==> config.mk <==
export PLATFORM = sky130hd
export DESIGN_NAME = vga_timing_gen
export DESIGN_NICKNAME = d
export VERILOG_FILES = /design/src/rtl/vga_timing_gen.sv
export SDC_FILE = /design/constraint.sdc
export NUM_CORES = 1
export LEC_CHECK = 0
export BUFFER_PORTS_ARGS = -buffer_cell sky130_fd_sc_hd__clkbuf_2
export CORE_MARGIN = 10
export CORE_UTILIZATION = 50
export CTS_BUF_LIST = sky130_fd_sc_hd__clkbuf_4
export CTS_CLUSTER_SIZE = 30
export DETAILED_ROUTE_END_ITERATION = 10
export PLACE_DENSITY_LB_ADDON = 0.3
export SYNTH_ARGS = -nofsm -noshare
export SYNTH_HDL_FRONTEND = slang
export SYNTH_SLANG_ARGS = --single-unit
export TNS_END_PERCENT = 30
==> constraint.sdc <==
create_clock -name clk -period 3.41 [get_ports clk]
set_clock_uncertainty 0.05 [all_clocks]
set_input_delay 0.1705 -clock clk [delete_from_list [all_inputs] [get_ports clk]]
set_output_delay 0.1705 -clock clk [all_outputs]
set_load 0.005 [all_outputs]
==> src/rtl/vga_timing_gen.sv <==
// VGA raster timing: sync pair, pixel coordinates, active qualifier, frame/vblank strobes.
// Define VGA_CLK_DIV_EN when clk runs at twice the pixel rate.
module vga_timing_gen #(
  parameter int   H_ACTIVE  = 640,
  parameter int   H_FP      = 16,
  parameter int   H_SYNC    = 96,
  parameter int   H_BP      = 48,
  parameter int   V_ACTIVE  = 480,
  parameter int   V_FP      = 10,
  parameter int   V_SYNC    = 2,
  parameter int   V_BP      = 33,
  parameter logic HSYNC_POL = 1'b0,
  parameter logic VSYNC_POL = 1'b0
) (
  input  logic       clk,
  input  logic       rst,
  output logic       pixel_tick,
  output logic [9:0] x_pixel,
  output logic [9:0] y_pixel,
  output logic       active_pixels,
  output logic       hsync,
  output logic       vsync,
  output logic       frame_start,
  output logic       vblank_start
);

  localparam int H_TOTAL = H_ACTIVE + H_FP + H_SYNC + H_BP;
  localparam int V_TOTAL = V_ACTIVE + V_FP + V_SYNC + V_BP;

  localparam logic [9:0] H_LAST = 10'(H_TOTAL - 1);
  localparam logic [9:0] V_LAST = 10'(V_TOTAL - 1);
  localparam logic [9:0] H_ACT  = 10'(H_ACTIVE);
  localparam logic [9:0] V_ACT  = 10'(V_ACTIVE);
  localparam logic [9:0] H_SY0  = 10'(H_ACTIVE + H_FP);
  localparam logic [9:0] H_SY1  = 10'(H_ACTIVE + H_FP + H_SYNC - 1);
  localparam logic [9:0] V_SY0  = 10'(V_ACTIVE + V_FP);
  localparam logic [9:0] V_SY1  = 10'(V_ACTIVE + V_FP + V_SYNC - 1);

  logic       r_tick;
  logic [9:0] r_x;
  logic [9:0] r_y;
  logic       r_act;
  logic       r_hs;
  logic       r_vs;
  logic       r_fs;
  logic       r_vb;

  logic       w_x_wrap;
  logic       w_y_wrap;
  logic [9:0] w_x_nxt;
  logic [9:0] w_y_nxt;
  logic       w_act_nxt;
  logic       w_hs_nxt;
  logic       w_vs_nxt;

`ifdef VGA_CLK_DIV_EN
  logic r_toggle;

  // Tick lands on the edge after the toggle reads 0, so the first
  // advance still happens on the 2nd edge out of reset.
  always_ff @(posedge clk or posedge rst) begin
    if (rst) begin
      r_toggle <= 1'b0;
      r_tick   <= 1'b0;
    end else begin
      r_toggle <= ~r_toggle;
      r_tick   <= ~r_toggle;
    end
  end
`else
  always_ff @(posedge clk or posedge rst) begin
    if (rst) begin
      r_tick <= 1'b0;
    end else begin
      r_tick <= 1'b1;
    end
  end
`endif

  always_comb begin
    w_x_wrap  = (r_x == H_LAST);
    w_y_wrap  = (r_y == V_LAST);
    w_x_nxt   = w_x_wrap ? 10'd0 : r_x + 10'd1;
    w_y_nxt   = r_y;
    if (w_x_wrap) begin
      w_y_nxt = w_y_wrap ? 10'd0 : r_y + 10'd1;
    end
    w_act_nxt = (w_x_nxt < H_ACT) && (w_y_nxt < V_ACT);
    w_hs_nxt  = (w_x_nxt >= H_SY0) && (w_x_nxt <= H_SY1);
    w_vs_nxt  = (w_y_nxt >= V_SY0) && (w_y_nxt <= V_SY1);
  end

  // Flags are computed from the next position so every output
  // describes the coordinate presented alongside it.
  always_ff @(posedge clk or posedge rst) begin
    if (rst) begin
      r_x   <= H_LAST;
      r_y   <= V_LAST;
      r_act <= 1'b0;
      r_hs  <= ~HSYNC_POL;
      r_vs  <= ~VSYNC_POL;
      r_fs  <= 1'b0;
      r_vb  <= 1'b0;
    end else begin
      r_fs <= 1'b0;
      r_vb <= 1'b0;
      if (r_tick) begin
        r_x   <= w_x_nxt;
        r_y   <= w_y_nxt;
        r_act <= w_act_nxt;
        r_hs  <= w_hs_nxt ? HSYNC_POL : ~HSYNC_POL;
        r_vs  <= w_vs_nxt ? VSYNC_POL : ~VSYNC_POL;
        r_fs  <= (w_x_nxt == 10'd0) && (w_y_nxt == 10'd0);
        r_vb  <= (w_x_nxt == 10'd0) && (w_y_nxt == V_ACT);
      end
    end
  end

  assign pixel_tick    = r_tick;
  assign x_pixel       = r_x;
  assign y_pixel       = r_y;
  assign active_pixels = r_act;
  assign hsync         = r_hs;
  assign vsync         = r_vs;
  assign frame_start   = r_fs;
  assign vblank_start  = r_vb;

endmodule

==> summary.json, run 1 <==
{
  "logic_synthesis": {
    "syn-instance-count": 217,
    "ys_async_sr_fraction_pct": 100,
    "proportion_of_synthesized_chip_area_in_sequential_cells_pct": 35.4,
    "syn-num-nets": 224,
    "post-synth-top-area-cell": "dfrtp_1",
    "yosys_warnings": 0,
    "post_synthesis_cell_area_mm2": 0.00188,
    "synth_seq_cells": 26,
    "ys_dominant_reg_cell": "dfrtp_1",
    "synth.top_cell.area_share_pct": 18.6,
    "synthesis.area_per_instance_um2": 8.67,
    "synth_area_leaders": "dfrtp_1 (19%), dfstp_2 (17%), xnor2_1 (6.1%), nand2_1 (4.0%), nor2_1 (3.8%)",
    "synth_enable_flop_cells": 0,
    "number_of_unique_standard_cell_types_used_by_synthesis": 57
  },
  "sta": {
    "worst_slew_margin_rel_pct": 33.5,
    "final-hold-violation-count": 14,
    "timing_worst_slew_pin_value_ps": 997,
    "timing.final.max_slew_violations": 0,
    "hold-worst-slack_ps": -17.5,
    "fmaxAchievable_mhz": 384,
    "final_critical_path_setup_slack_ps": 804,
    "totalNegativeSetupSlack_ps": 0,
    "final_period_minus_worst_setup_slack_ps": 2610,
    "fin_crit_sh_pct": 76.4,
    "final_setup_fails": 0,
    "rsz_0062_raised_after_global_routing": "false"
  },
  "final_layout": {
    "multiInputGateArea_mm2": 0.00109,
    "count_of_non_filler_cells_in_the_finished_layout": 276,
    "final_nets": 236,
    "mostFrequentLayoutCells": "clkbuf_2 (27), nand2_1 (20), nor2_1 (19), dfrtp_1 (14)",
    "drive_gt1_share_pct": 25.9,
    "final-seq-area_um2": 666,
    "commonest_non_fill_non_tap_cell_in_the_layout": "clkbuf_2",
    "n_fill_cell": 347,
    "layout.core_utilization_pct": 54.9,
    "diodes": 0,
    "area_growth_pct": 6.92
  },
  "detailed_routing": {
    "dr.first_iter.drc_count": 220,
    "firstDrtPassIters": 4,
    "detailed_route_vias_per_instance": 5.86,
    "wl_um": 4390,
    "remaining_drc_errors": 0,
    "overall_via_count_from_detail_route": 1617,
    "detail_route.wl_per_cell_um": 15.9,
    "antenna_violating_nets_post_route": 0
  },
  "worst_setup_path": {
    "timing.critical_path.buf_inv": 0,
    "path_cells": "ha_1 > nand4_1 > or4_4 > nor3_1 > mux2i_1 > nand4_1 > nor3_1",
    "max_stage_delay_ps": 600,
    "crit_fanout": 17,
    "cp_data_required_time_ps": 3610,
    "setup.worst_path.start_class": "flop",
    "criticalPathCategory": "reg2reg",
    "cp_top_family": "simple AND/OR/NAND/NOR gates",
    "critical_path.endpoint_type": "flop",
    "regToRegSetupSlack_ps": 800,
    "cp_slowest_cell": "dfstp_2",
    "cp_data_arrival_time_ps": 2810
  },
  "grt": {
    "global_routing_usage_on_met1_pct": 20.1,
    "grt.met3_usage_pct": 3.42,
    "grt_antenna_before_repair": 0,
    "use_met2_pct": 20.2,
    "grt-ovfl-total": 0,
    "track_usage_pct": 14.0,
    "global_route_wire_length_before_repair_um": 7530,
    "grt_busiest_layer": "met2",
    "first_global_vias": 1505,
    "largest_net_degree_at_the_start_of_global_routing": 27
  },
  "placed_design": {
    "place_inst": 272,
    "dp.final_hpwl_um": 3200,
    "io_buffers": 27,
    "globalplace.congestion": 0.850,
    "dpl_worst_slack_ps": 842
  },
  "floorplanning": {
    "core_area_mm2": 0.00366,
    "floorplan.initialDensity_pct": 51.4,
    "fp.dieArea_mm2": 0.00661,
    "die_w_um": 81.3,
    "num_rows": 22,
    "design.portCount": 28,
    "die_height_um": 81.3
  },
  "clock_network": {
    "h_tree_lvls": 1,
    "ctsLongestPathBuffers": 2,
    "clk_transition_reported_paths_ps": 140,
    "tritoncts": "done",
    "tritoncts_num_sinks": 26,
    "post_cts.resized_instances": 0,
    "clock_buffers_created_by_tritoncts": 3,
    "cts.hold.buffers_added": 0,
    "clockRootBuffer": "clkbuf_4",
    "worst_skew_pair.late_latency_ps": 320,
    "cts.repair_timing.setup_buffer_count": 0
  },
  "run": {
    "max_capacitance_violation_count": 0
  },
  "status": {
    "status": "complete, but fails checks",
    "failed_checks": "hold timing"
  },
  "min_path": {
    "holdCritPathClass": "in2async"
  },
  "pwr": {
    "leakagePower_nw": 0.798,
    "power.density_mw_per_mm2": 494,
    "maximum_ir_drop_on_the_vdd_rail_mv": 0.280
  }
}
[per-stage QoR]
stage	hold slack, ps	instance area (um^2)	power [W]
final	-17.5	2010	0.000994
after floorplan	152	1880	0.000753
after detailed placement	388	1980	0.000860
after global placement	377	1980	0.000854
after global routing	65.8	2010	0.00107
after CTS	13.6	2010	0.00100
[kinds of logic after synthesis]
family	after synthesis	synth area share [%]
simple gates	89	26.3
compound gates	50	19.0
buf+inv	27	6.65
flops	26	35.4
xor+xnor	17	7.92
fa+ha+maj	5	3.33
mux	2	1.13
other cells	1	0.199
[synthesized netlist by cell type, types with 2 or more instances]
cell type and count:
a21oi_1 13, a21oi_2 2, a31oi_1 3, and3_1 5, and4_1 4, buf_2 6, buf_6 2, clkbuf_1 12
dfrtp_1 14, dfstp_2 12, ha_1 5, inv_1 5, nand2_1 20, nand3_1 10, nand4_1 7, nor2_1 19
nor3_1 11, o211ai_1 2, o21ai_0 10, o31ai_1 2, o32ai_1 2, xnor2_1 13, xor2_1 4
[flip-flops by register name, summed over array words and instances, names as in the netlist]
register	count
vblank_start	1
vsync	1
x_pixel	10
active_pixels	1
y_pixel	10
frame_start	1
pixel_tick	1
hsync	1
[metal layers]
metal	vias up	wire length [um]	share of wire, %
met5	-	0	0
met3	5	359	8.2
met1	754	2090	48
met4	0	38	0.87
li1	795	-	-
met2	63	1910	43
[final cells by class]
class	instances	share of cell area [%]
timing repair buffer	29	7.47
clock buffer	3	1.12
multi-input combinational	164	54.2
tap	48	2.99
clock inverter	1	0.187
sequential	26	33.1
inverter	5	0.933
[power breakdown]
group          switching [W]  internal [W]  leakage [nW]
clock network      0.0000937     0.0000429        0.0154
registers           0.000118      0.000391         0.318
logic               0.000185      0.000164         0.465
[final timing paths]
check | start | endpoint | cells past startpoint
worst max-delay path | x_pixel[1] | frame_start | 7
worst min-delay path | rst | y_pixel[0] | 2
worst max register to register | x_pixel[1] | frame_start | 7
worst min register to register | active_pixels | active_pixels | 2
max in group asynchronous | rst | pixel_tick | 2
min in group clk | active_pixels | active_pixels | 2
Power figures use the tool's default switching activity.
==> run 2: changes to the inputs <==
--- a/config.mk
+++ b/config.mk
@@ -5,6 +5,7 @@
 export SDC_FILE = /design/constraint.sdc
 export NUM_CORES = 1
 export LEC_CHECK = 0
+export ABC_AREA = 1
 export BUFFER_PORTS_ARGS = -buffer_cell sky130_fd_sc_hd__clkbuf_2
 export CORE_MARGIN = 10
 export CORE_UTILIZATION = 50
==> constraint.sdc (replaced) <==
create_clock -name clk -period 2.1 [get_ports clk]
set_clock_uncertainty 0.05 [all_clocks]
set_input_delay 0.105 -clock clk [delete_from_list [all_inputs] [get_ports clk]]
set_output_delay 0.105 -clock clk [all_outputs]
set_load 0.005 [all_outputs]
==> run 2 against run 1 <==
Effect of this change: the flow now finishes without violations; power rose by 35%; area after synthesis fell by 5.7%; first-iteration DRC count fell by 35%; combinational power fell by 4%; maximum frequency rose by 28%; non-clock buffer count rose by 25; die area fell by 4.3%; cell area rose by 12%; clock power rose to 2.6 times the previous value; largest power group unchanged; highest routed layer unchanged.
==> summary.json, run 2 <==
{
  "logic_synthesis": {
    "synth_commonest_cells": {"value": "nand2_1 (79), nor2_1 (34), inv_1 (28), nand3_1 (22), o21ai_0 (22)", "change": "was nand2_1 (20), nor2_1 (19), dfrtp_1 (14), a21oi_1 (13), xnor2_1 (13)"},
    "synth_area_leaders": {"value": "dfrtp_1 (20%), dfstp_2 (18%), nand2_1 (17%), nor2_1 (7.2%), nand3_1 (6.2%)", "change": "was dfrtp_1 (19%), dfstp_2 (17%), xnor2_1 (6.1%), nand2_1 (4.0%), nor2_1 (3.8%)"},
    "post-synth-top-area-cell": {"value": "dfrtp_1", "change": "unchanged"},
    "synthesis.area_per_instance": {"value": 6.79, "unit": "um^2", "change": "was 8.67 um^2"},
    "synth_enable_flop_cells": {"value": 0, "change": "unchanged"},
    "synthAdderAreaFrac": {"value": 3.53, "unit": "%", "change": "was 3.33%"},
    "post_synth_and_or_nand_nor_area_fraction": {"value": 39.2, "unit": "%", "change": "was 26.3%"},
    "post_synthesis_cell_area": {"value": 0.00177, "unit": "mm^2", "change": "was 0.00188 mm^2"},
    "number_of_unique_standard_cell_types_used_by_synthesis": {"value": 25, "change": "was 57"},
    "yosys_warnings": {"value": 0, "change": "unchanged"},
    "ys_dominant_reg_cell": {"value": "dfrtp_1", "change": "unchanged"},
    "synth_top_family_by_area": {"value": "simple AND/OR/NAND/NOR gates", "change": "unchanged"},
    "syn-instance-count": {"value": 261, "change": "was 217"},
    "synth.area.mux_share": {"value": 0, "unit": "%", "change": "was 1.13%"},
    "synth-compound-area-share": {"value": 8.96, "unit": "%", "change": "was 19.0%"},
    "syn-num-nets": {"value": 268, "change": "was 224"},
    "synth.top_cell.area_share": {"value": 19.8, "unit": "%", "change": "was 18.6%"},
    "synth_seq_cells": {"value": 26, "change": "unchanged"},
    "most_repeated_cell_in_the_gate_level_netlist_after_synthesis": {"value": "nand2_1", "change": "unchanged"},
    "proportion_of_synthesized_chip_area_in_sequential_cells": {"value": 37.5, "unit": "%", "change": "was 35.4%"},
    "synthXorXnorAreaFrac": {"value": 1.48, "unit": "%", "change": "was 7.92%"},
    "ys_async_sr_fraction": {"value": 100, "unit": "%", "change": "unchanged"}
  },
  "sta": {
    "timing.final.max_slew_violations": {"value": 0, "change": "unchanged"},
    "rsz_0062_raised_after_global_routing": {"value": "true", "change": "was false"},
    "final_critical_path_setup_slack": {"value": 66.0, "unit": "ps", "change": "was 804 ps"},
    "timing_worst_slew_pin_value": {"value": 800, "unit": "ps", "change": "was 997 ps"},
    "worst_slew_margin_rel": {"value": 46.6, "unit": "%", "change": "was 33.5%"},
    "final_period_minus_worst_setup_slack": {"value": 2030, "unit": "ps", "change": "was 2610 ps"},
    "fin_crit_sh": {"value": 96.9, "unit": "%", "change": "was 76.4%"},
    "final-hold-violation-count": {"value": 0, "change": "was 14"},
    "fmaxAchievable": {"value": 492, "unit": "MHz", "change": "was 384 MHz"},
    "final_setup_fails": {"value": 0, "change": "unchanged"}
  },
  "clock_network": {
    "tritoncts": {"value": "done", "change": "unchanged"},
    "clk_transition_reported_paths": {"value": 160, "unit": "ps", "change": "was 140 ps"},
    "clock_buffers_created_by_tritoncts": {"value": 3, "change": "unchanged"},
    "clockRootBuffer": {"value": "clkbuf_4", "change": "unchanged"},
    "worst_skew_pair.late_latency": {"value": 330, "unit": "ps", "change": "was 320 ps"},
    "tritoncts_num_sinks": {"value": 26, "change": "unchanged"},
    "ctsLongestPathBuffers": {"value": 2, "change": "unchanged"},
    "h_tree_lvls": {"value": 1, "change": "unchanged"}
  },
  "grt": {
    "track_usage": {"value": 14.5, "unit": "%", "change": "was 14.0%"},
    "grt-ovfl-total": {"value": 0, "change": "unchanged"},
    "grt_antenna_before_repair": {"value": 0, "change": "unchanged"},
    "global_route_wire_length_before_repair": {"value": 7670, "unit": "um", "change": "was 7530 um"},
    "first_global_vias": {"value": 1663, "change": "was 1505"},
    "largest_net_degree_at_the_start_of_global_routing": {"value": 21, "change": "was 27"}
  },
  "detailed_routing": {
    "route.met2.wl": {"value": 2180, "unit": "um", "change": "was 1910 um"},
    "firstDrtPassIters": {"value": 4, "change": "unchanged"},
    "antenna_violating_nets_post_route": {"value": 0, "change": "unchanged"},
    "dr.first_iter.drc_count": {"value": 143, "change": "was 220"},
    "detail_route.wl_per_cell": {"value": 13.1, "unit": "um", "change": "was 15.9 um"},
    "overall_via_count_from_detail_route": {"value": 1868, "change": "was 1617"},
    "remaining_drc_errors": {"value": 0, "change": "unchanged"},
    "met3WireLength": {"value": 368, "unit": "um", "change": "was 359 um"},
    "wl": {"value": 4690, "unit": "um", "change": "was 4390 um"},
    "detailed_route_vias_per_instance": {"value": 5.22, "change": "was 5.86"},
    "route.layer.met1.wl": {"value": 2080, "unit": "um", "change": "was 2090 um"},
    "highest_layer": {"value": "met4", "change": "unchanged"}
  },
  "floorplanning": {
    "design.portCount": {"value": 28, "change": "unchanged"},
    "num_rows": {"value": 21, "change": "was 22"},
    "core_area": {"value": 0.00339, "unit": "mm^2", "change": "was 0.00366 mm^2"},
    "die_w": {"value": 79.5, "unit": "um", "change": "was 81.3 um"},
    "floorplan.initialDensity": {"value": 52.3, "unit": "%", "change": "was 51.4%"},
    "die_height": {"value": 79.5, "unit": "um", "change": "was 81.3 um"},
    "fp.dieArea": {"value": 0.00633, "unit": "mm^2", "change": "was 0.00661 mm^2"}
  },
  "pwr": {
    "finalPower": {"value": 0.00134, "unit": "W", "change": "was 0.000994 W"},
    "leakagePower": {"value": 1.12, "unit": "nW", "change": "was 0.798 nW"},
    "maximum_ir_drop_on_the_vdd_rail": {"value": 0.391, "unit": "mV", "change": "was 0.280 mV"},
    "power.density": {"value": 595, "unit": "mW/mm^2", "change": "was 494 mW/mm^2"}
  },
  "final_layout": {
    "layout.core_utilization": {"value": 66.5, "unit": "%", "change": "was 54.9%"},
    "drive_gt1_share": {"value": 31.4, "unit": "%", "change": "was 25.9%"},
    "area_growth": {"value": 27.1, "unit": "%", "change": "was 6.92%"},
    "stdcell_area": {"value": 0.00225, "unit": "mm^2", "change": "was 0.00201 mm^2"},
    "diodes": {"value": 0, "change": "unchanged"},
    "mostFrequentLayoutCells": {"value": "nand2_1 (76), nor2_1 (32), inv_1 (27), clkbuf_2 (27), buf_4 (24)", "change": "was clkbuf_2 (27), nand2_1 (20), nor2_1 (19), dfrtp_1 (14)"},
    "commonest_non_fill_non_tap_cell_in_the_layout": {"value": "nand2_1", "change": "was clkbuf_2"},
    "final_nets": {"value": 320, "change": "was 236"}
  },
  "worst_setup_path": {
    "crit-reg2reg-capture": {"value": "vblank_start", "change": "was frame_start"},
    "timing.critical_path.buf_inv": {"value": 1, "change": "was 0"},
    "cp_top_family": {"value": "simple AND/OR/NAND/NOR gates", "change": "unchanged"},
    "regToRegStartpoint": {"value": "x_pixel[8]", "change": "was x_pixel[1]"},
    "critical_path.endpoint_type": {"value": "flop", "change": "unchanged"},
    "cp_slowest_cell": {"value": "dfstp_2", "change": "unchanged"},
    "cp_data_required_time": {"value": 2320, "unit": "ps", "change": "was 3610 ps"},
    "cp_data_arrival_time": {"value": 2260, "unit": "ps", "change": "was 2810 ps"},
    "rr_worst_depth": {"value": 11, "change": "was 7"},
    "path_depth": {"value": 11, "change": "was 7"},
    "criticalPathCategory": {"value": "reg2reg", "change": "unchanged"},
    "max_stage_delay": {"value": 590, "unit": "ps", "change": "was 600 ps"},
    "critical_path.endpoint": {"value": "vblank_start", "change": "was frame_start"},
    "setup.worst_path.start_class": {"value": "flop", "change": "unchanged"},
    "worst_setup_path_startpoint": {"value": "x_pixel[8]", "change": "was x_pixel[1]"},
    "crit_fanout": {"value": 15, "change": "was 17"},
    "most_numerous_cell_on_the_critical_path": "nand2_1",
    "path_cells": {"value": "nand2_1 > nor2_4 > nand2_2 > nor2_4 > buf_12 > nand3_1 > nand2_1 > nand2_1 > a21oi_2 > nand3_1 > nor2_1", "change": "was ha_1 > nand4_1 > or4_4 > nor3_1 > mux2i_1 > nand4_1 > nor3_1"},
    "regToRegSetupSlack": {"value": 70, "unit": "ps", "change": "was 800 ps"}
  },
  "placed_design": {
    "globalplace.congestion": {"value": 0.897, "change": "was 0.850"},
    "io_buffers": {"value": 27, "change": "unchanged"},
    "dp.final_hpwl": {"value": 3250, "unit": "um", "change": "was 3200 um"},
    "dpl_worst_slack": {"value": 62.7, "unit": "ps", "change": "was 842 ps"},
    "dpl_cell_area": {"value": 0.00198, "unit": "mm^2", "change": "about the same"}
  },
  "status": {
    "status": {"value": "completed", "change": "was complete, but fails checks"}
  },
  "min_path": {
    "holdCritPathClass": {"value": "in2async", "change": "unchanged"}
  },
  "run": {
    "max_capacitance_violation_count": {"value": 0, "change": "unchanged"}
  }
}
==> run 2: how the worst min path moves through the flow <==
stage          start             to  slack (ps)  cells past startpoint
2_1_floorplan    rst  active_pixels          90                      1
3_3_place_gp     rst     pixel_tick         220                      2
3_5_place_dp     rst   vblank_start         240                      2
4_1_cts          rst   vblank_start         410                      3
5_1_grt          rst   vblank_start         450                      3
6_report         rst     y_pixel[8]         380                      3
==> run 2: layout make-up <==
| type | count | area, um^2 |
|---|---|---|
| flip-flops and latches | 26 | 668 |
| clock buffers | 3 | 22.5 |
| fillers | 284 | 1140 |
| well taps | 46 | 57.6 |
| clock inverters | 1 | 30.0 |
| repair buffers | 54 | 357 |
| multi-input cells | 197 | 1000 |
| inverters | 31 | 116 |
==> run 2: logic make-up after synthesis <==
kind of cell             after synthesis
AO/OA/AOI/OAI                         30
XOR/XNOR                               3
adder cells (fa/ha/maj)                5
buffers and inverters                 38
flip-flops                            26
other                                  1
AND/OR/NAND/NOR                      158
==> run 2: worst reg2reg max path: cells and delay by family (launching register included) <==
kind,cells,cell delay (ps)
AND/OR/NAND/NOR,9,970
flip-flops,1,590
AO/OA/AOI/OAI,1,210
buffers and inverters,1,140
==> run 2: repair_timing <==
action                                 4_1_cts  5_1_grt
gates resized for setup                      0       17
buffers inserted                             0       18
endpoints found under the hold margin       14        0
setup endpoints to repair                    0        4
hold buffers                                 1        0
==> run 2: power breakdown <==
part	total, W	internal (W)	switching, W
logic	0.000336	0.000145	0.000190
registers	0.000645	0.000579	0.0000659
clock network	0.000359	0.000193	0.000166
==> run 2: per-stage QoR <==
| step | hold slack (ps) | setup TNS (ps) | std cells |
|---|---|---|---|
| floorplan | 86.1 | 0 | 261 |
| global placement | 216 | 0 | 335 |
| detailed placement | 237 | 0 | 335 |
| CTS | 411 | 0 | 340 |
| global route | 447 | -133 | 358 |
| finish | 376 | 0 | 358 |
==> run 2: per-layer routing <==
layer | track usage (%) | vias to the layer above
met2 | 22.7 | 59
met4 | 3.05 | 0
met3 | 3.27 | 12
li1 | - | 927
met1 | 19.8 | 870
met5 | 0 | -
==> run 3: changes to the inputs <==
--- a/config.mk
+++ b/config.mk
@@ -13,6 +13,7 @@
 export CTS_CLUSTER_SIZE = 30
 export DETAILED_ROUTE_END_ITERATION = 10
 export PLACE_DENSITY_LB_ADDON = 0.3
+export SETUP_SLACK_MARGIN = 0.2
 export SYNTH_ARGS = -nofsm -noshare
 export SYNTH_HDL_FRONTEND = slang
 export SYNTH_SLANG_ARGS = --single-unit
==> run 3 against run 2 <==
Effect of this change: clock power about the same; clock-buffer cell count unchanged; cell area up 5.1%; via count up 5.2%; worst setup slack better by 44 ps; register-to-register slack better by 40 ps; first-iteration DRC count up 63%; utilization up 3.4 points; flip-flop and latch count unchanged.
==> summary.json, run 3 (same netlist as run 2, synthesis figures left out) <==
{
  "final_layout": {
    "multiInputGateArea": {"value": 0.00106, "unit": "mm^2", "change": "was 0.00100 mm^2"},
    "mostFrequentLayoutCells": {"value": "nand2_1 (73), buf_4 (31), clkbuf_2 (27), inv_1 (26), nor2_1 (26)", "change": "was nand2_1 (76), nor2_1 (32), inv_1 (27), clkbuf_2 (27), buf_4 (24)"},
    "area_growth": {"value": 33.6, "unit": "%", "change": "was 27.1%"},
    "final_nets": {"value": 327, "change": "was 320"},
    "drive_gt1_share": {"value": 37.0, "unit": "%", "change": "was 31.4%"},
    "commonest_non_fill_non_tap_cell_in_the_layout": {"value": "nand2_1", "change": "unchanged"},
    "layout.core_utilization": {"value": 69.9, "unit": "%", "change": "was 66.5%"},
    "count_of_non_filler_cells_in_the_finished_layout": {"value": 365, "change": "was 358"},
    "final-seq-area": {"value": 668, "unit": "um^2", "change": "unchanged"},
    "n_fill_cell": {"value": 250, "change": "was 284"},
    "diodes": {"value": 0, "change": "unchanged"}
  },
  "worst_setup_path": {
    "critical_path.endpoint": {"value": "frame_start", "change": "was vblank_start"},
    "cp_data_arrival_time": {"value": 2220, "unit": "ps", "change": "was 2260 ps"},
    "regToRegStartpoint": {"value": "y_pixel[3]", "change": "was x_pixel[8]"},
    "regToRegSetupSlack": {"value": 110, "unit": "ps", "change": "was 70 ps"},
    "setup.worst_path.start_class": {"value": "flop", "change": "unchanged"},
    "rr_worst_depth": {"value": 10, "change": "was 11"},
    "cp_data_required_time": {"value": 2330, "unit": "ps", "change": "was 2320 ps"},
    "worst_setup_path_startpoint": {"value": "y_pixel[3]", "change": "was x_pixel[8]"},
    "crit-reg2reg-capture": {"value": "frame_start", "change": "was vblank_start"},
    "crit_fanout": {"value": 7, "change": "was 15"},
    "critical_path.endpoint_type": {"value": "flop", "change": "unchanged"},
    "criticalPathCategory": {"value": "reg2reg", "change": "unchanged"}
  },
  "grt": {
    "grt-ovfl-total": {"value": 0, "change": "unchanged"},
    "first_global_vias": {"value": 1722, "change": "was 1663"},
    "track_usage": {"value": 15.2, "unit": "%", "change": "was 14.5%"},
    "global_route_wire_length_before_repair": {"value": 7990, "unit": "um", "change": "was 7670 um"},
    "largest_net_degree_at_the_start_of_global_routing": {"value": 21, "change": "unchanged"},
    "use_met2": {"value": 24.3, "unit": "%", "change": "was 22.7%"},
    "grt_busiest_layer": {"value": "met2", "change": "unchanged"},
    "grt_antenna_before_repair": {"value": 0, "change": "unchanged"},
    "grt.met3_usage": {"value": 3.27, "unit": "%", "change": "unchanged"},
    "global_routing_usage_on_met1": {"value": 20.5, "unit": "%", "change": "was 19.8%"}
  },
  "floorplanning": {
    "num_rows": {"value": 21, "change": "unchanged"},
    "fp.dieArea": {"value": 0.00633, "unit": "mm^2", "change": "unchanged"},
    "floorplan.initialDensity": {"value": 52.3, "unit": "%", "change": "unchanged"},
    "design.portCount": {"value": 28, "change": "unchanged"},
    "die_w": {"value": 79.5, "unit": "um", "change": "unchanged"},
    "die_height": {"value": 79.5, "unit": "um", "change": "unchanged"},
    "core_area": {"value": 0.00339, "unit": "mm^2", "change": "unchanged"}
  },
  "min_path": {
    "holdCritPathClass": {"value": "in2async", "change": "unchanged"}
  },
  "detailed_routing": {
    "firstDrtPassIters": {"value": 4, "change": "unchanged"},
    "dr.first_iter.drc_count": {"value": 233, "change": "was 143"},
    "remaining_drc_errors": {"value": 0, "change": "unchanged"},
    "antenna_violating_nets_post_route": {"value": 0, "change": "unchanged"},
    "detail_route.wl_per_cell": {"value": 14.5, "unit": "um", "change": "was 13.1 um"},
    "overall_via_count_from_detail_route": {"value": 1965, "change": "was 1868"},
    "wl": {"value": 5290, "unit": "um", "change": "was 4690 um"},
    "detailed_route_vias_per_instance": {"value": 5.38, "change": "was 5.22"}
  },
  "status": {
    "status": {"value": "completed", "change": "unchanged"}
  },
  "clock_network": {
    "clockRootBuffer": {"value": "clkbuf_4", "change": "unchanged"},
    "tritoncts": {"value": "done", "change": "unchanged"},
    "tritoncts_num_sinks": {"value": 26, "change": "unchanged"},
    "ctsLongestPathBuffers": {"value": 2, "change": "unchanged"},
    "worst_skew_pair.late_latency": {"value": 330, "unit": "ps", "change": "about the same"},
    "h_tree_lvls": {"value": 1, "change": "unchanged"},
    "clock_buffers_created_by_tritoncts": {"value": 3, "change": "unchanged"},
    "clk_transition_reported_paths": {"value": 160, "unit": "ps", "change": "about the same"}
  },
  "pwr": {
    "power.density": {"value": 568, "unit": "mW/mm^2", "change": "was 595 mW/mm^2"},
    "p_sw_share": {"value": 32.1, "unit": "%", "change": "was 31.5%"},
    "combinational_share_of_power": {"value": 24.9, "unit": "%", "change": "was 25.0%"},
    "clock_power_share": {"value": 26.8, "unit": "%", "change": "about the same"},
    "pwr-share-seq": {"value": 48.3, "unit": "%", "change": "was 48.1%"},
    "p_int": {"value": 0.000913, "unit": "W", "change": "was 0.000918 W"},
    "p_switching": {"value": 0.000431, "unit": "W", "change": "was 0.000422 W"},
    "leakagePower": {"value": 1.19, "unit": "nW", "change": "was 1.12 nW"},
    "maximum_ir_drop_on_the_vdd_rail": {"value": 0.462, "unit": "mV", "change": "was 0.391 mV"}
  },
  "placed_design": {
    "io_buffers": {"value": 27, "change": "unchanged"},
    "dp.final_hpwl": {"value": 3250, "unit": "um", "change": "unchanged"},
    "place_inst": {"value": 335, "change": "unchanged"},
    "globalplace.congestion": {"value": 0.897, "change": "unchanged"}
  },
  "sta": {
    "rsz_0062_raised_after_global_routing": {"value": "true", "change": "unchanged"},
    "final-hold-violation-count": {"value": 0, "change": "unchanged"},
    "worst_slew_margin_rel": {"value": 46.8, "unit": "%", "change": "was 46.6%"},
    "timing_worst_slew_pin_value": {"value": 797, "unit": "ps", "change": "was 800 ps"},
    "final_period_minus_worst_setup_slack": {"value": 1990, "unit": "ps", "change": "was 2030 ps"},
    "fmaxAchievable": {"value": 503, "unit": "MHz", "change": "was 492 MHz"},
    "hold-worst-slack": {"value": 371, "unit": "ps", "change": "was 376 ps"},
    "final_setup_fails": {"value": 0, "change": "unchanged"},
    "timing.final.max_slew_violations": {"value": 0, "change": "unchanged"},
    "fin_crit_sh": {"value": 94.8, "unit": "%", "change": "was 96.9%"}
  },
  "run": {
    "max_capacitance_violation_count": {"value": 0, "change": "unchanged"}
  }
}
-- run 3: final cells by class --
type | instances | share of cell area (%)
Sequential cell | 26 | 28.2
Timing Repair Buffer | 61 | 17.3
Multi-Input combinational cell | 197 | 45.0
Clock buffer | 3 | 0.951
Tap cell | 46 | 2.43
Clock inverter | 1 | 1.27
Inverter | 31 | 4.91
-- run 3: metal layers --
layer / share of wire, % / wire length [um]
met5: 0 / 0
met4: 3.0 / 160
met3: 8.0 / 423
met2: 46 / 2460
met1: 43 / 2250
-- run 3: worst min path at each step --
stage                    endpoint  startpoint  depth (start not counted)
floorplan           active_pixels         rst                          1
global placement       pixel_tick         rst                          2
detailed placement   vblank_start         rst                          2
CTS                  vblank_start         rst                          3
global route         vblank_start         rst                          3
finish               vblank_start         rst                          3
-- run 3: critical path, cell delays in order, from the launching register on --
cell     delay, ps
dfstp_2        660
nand2_4         90
nor2_4         100
nand4_1        240
nand3_2        200
nand2_4         70
nor2_2         110
nand2_1         80
nor2_2         130
nand3_2        100
nor2_2         100
-- run 3: power groups by stage --
stage	clock network (W)	logic [W]	registers, W
floorplan	0	0.000167	0.000654
global placement	0	0.000287	0.000649
detailed placement	0	0.000293	0.000648
CTS	0.000363	0.000319	0.000644
global route	0.000388	0.000379	0.000659
finish	0.000360	0.000335	0.000649
-- run 3: repair_timing --
action	CTS	global route
hold buffers	1	0
setup buffers	12	13
hold endpoints to repair	14	0
gates resized for setup	12	23
setup endpoints to repair	4	7
pin swaps	8	14
-- run 3: stage by stage --
step	TNS (ps)	instance area (um^2)	total power (W)	setup slack [ps]
after detailed placement	0	1980	0.000941	62.7
after CTS	0	2200	0.00133	178
after global routing	-102	2370	0.00143	-58.4
after global placement	0	1980	0.000937	98.4
after floorplan	0	1770	0.000821	280
final	0	2370	0.00134	110
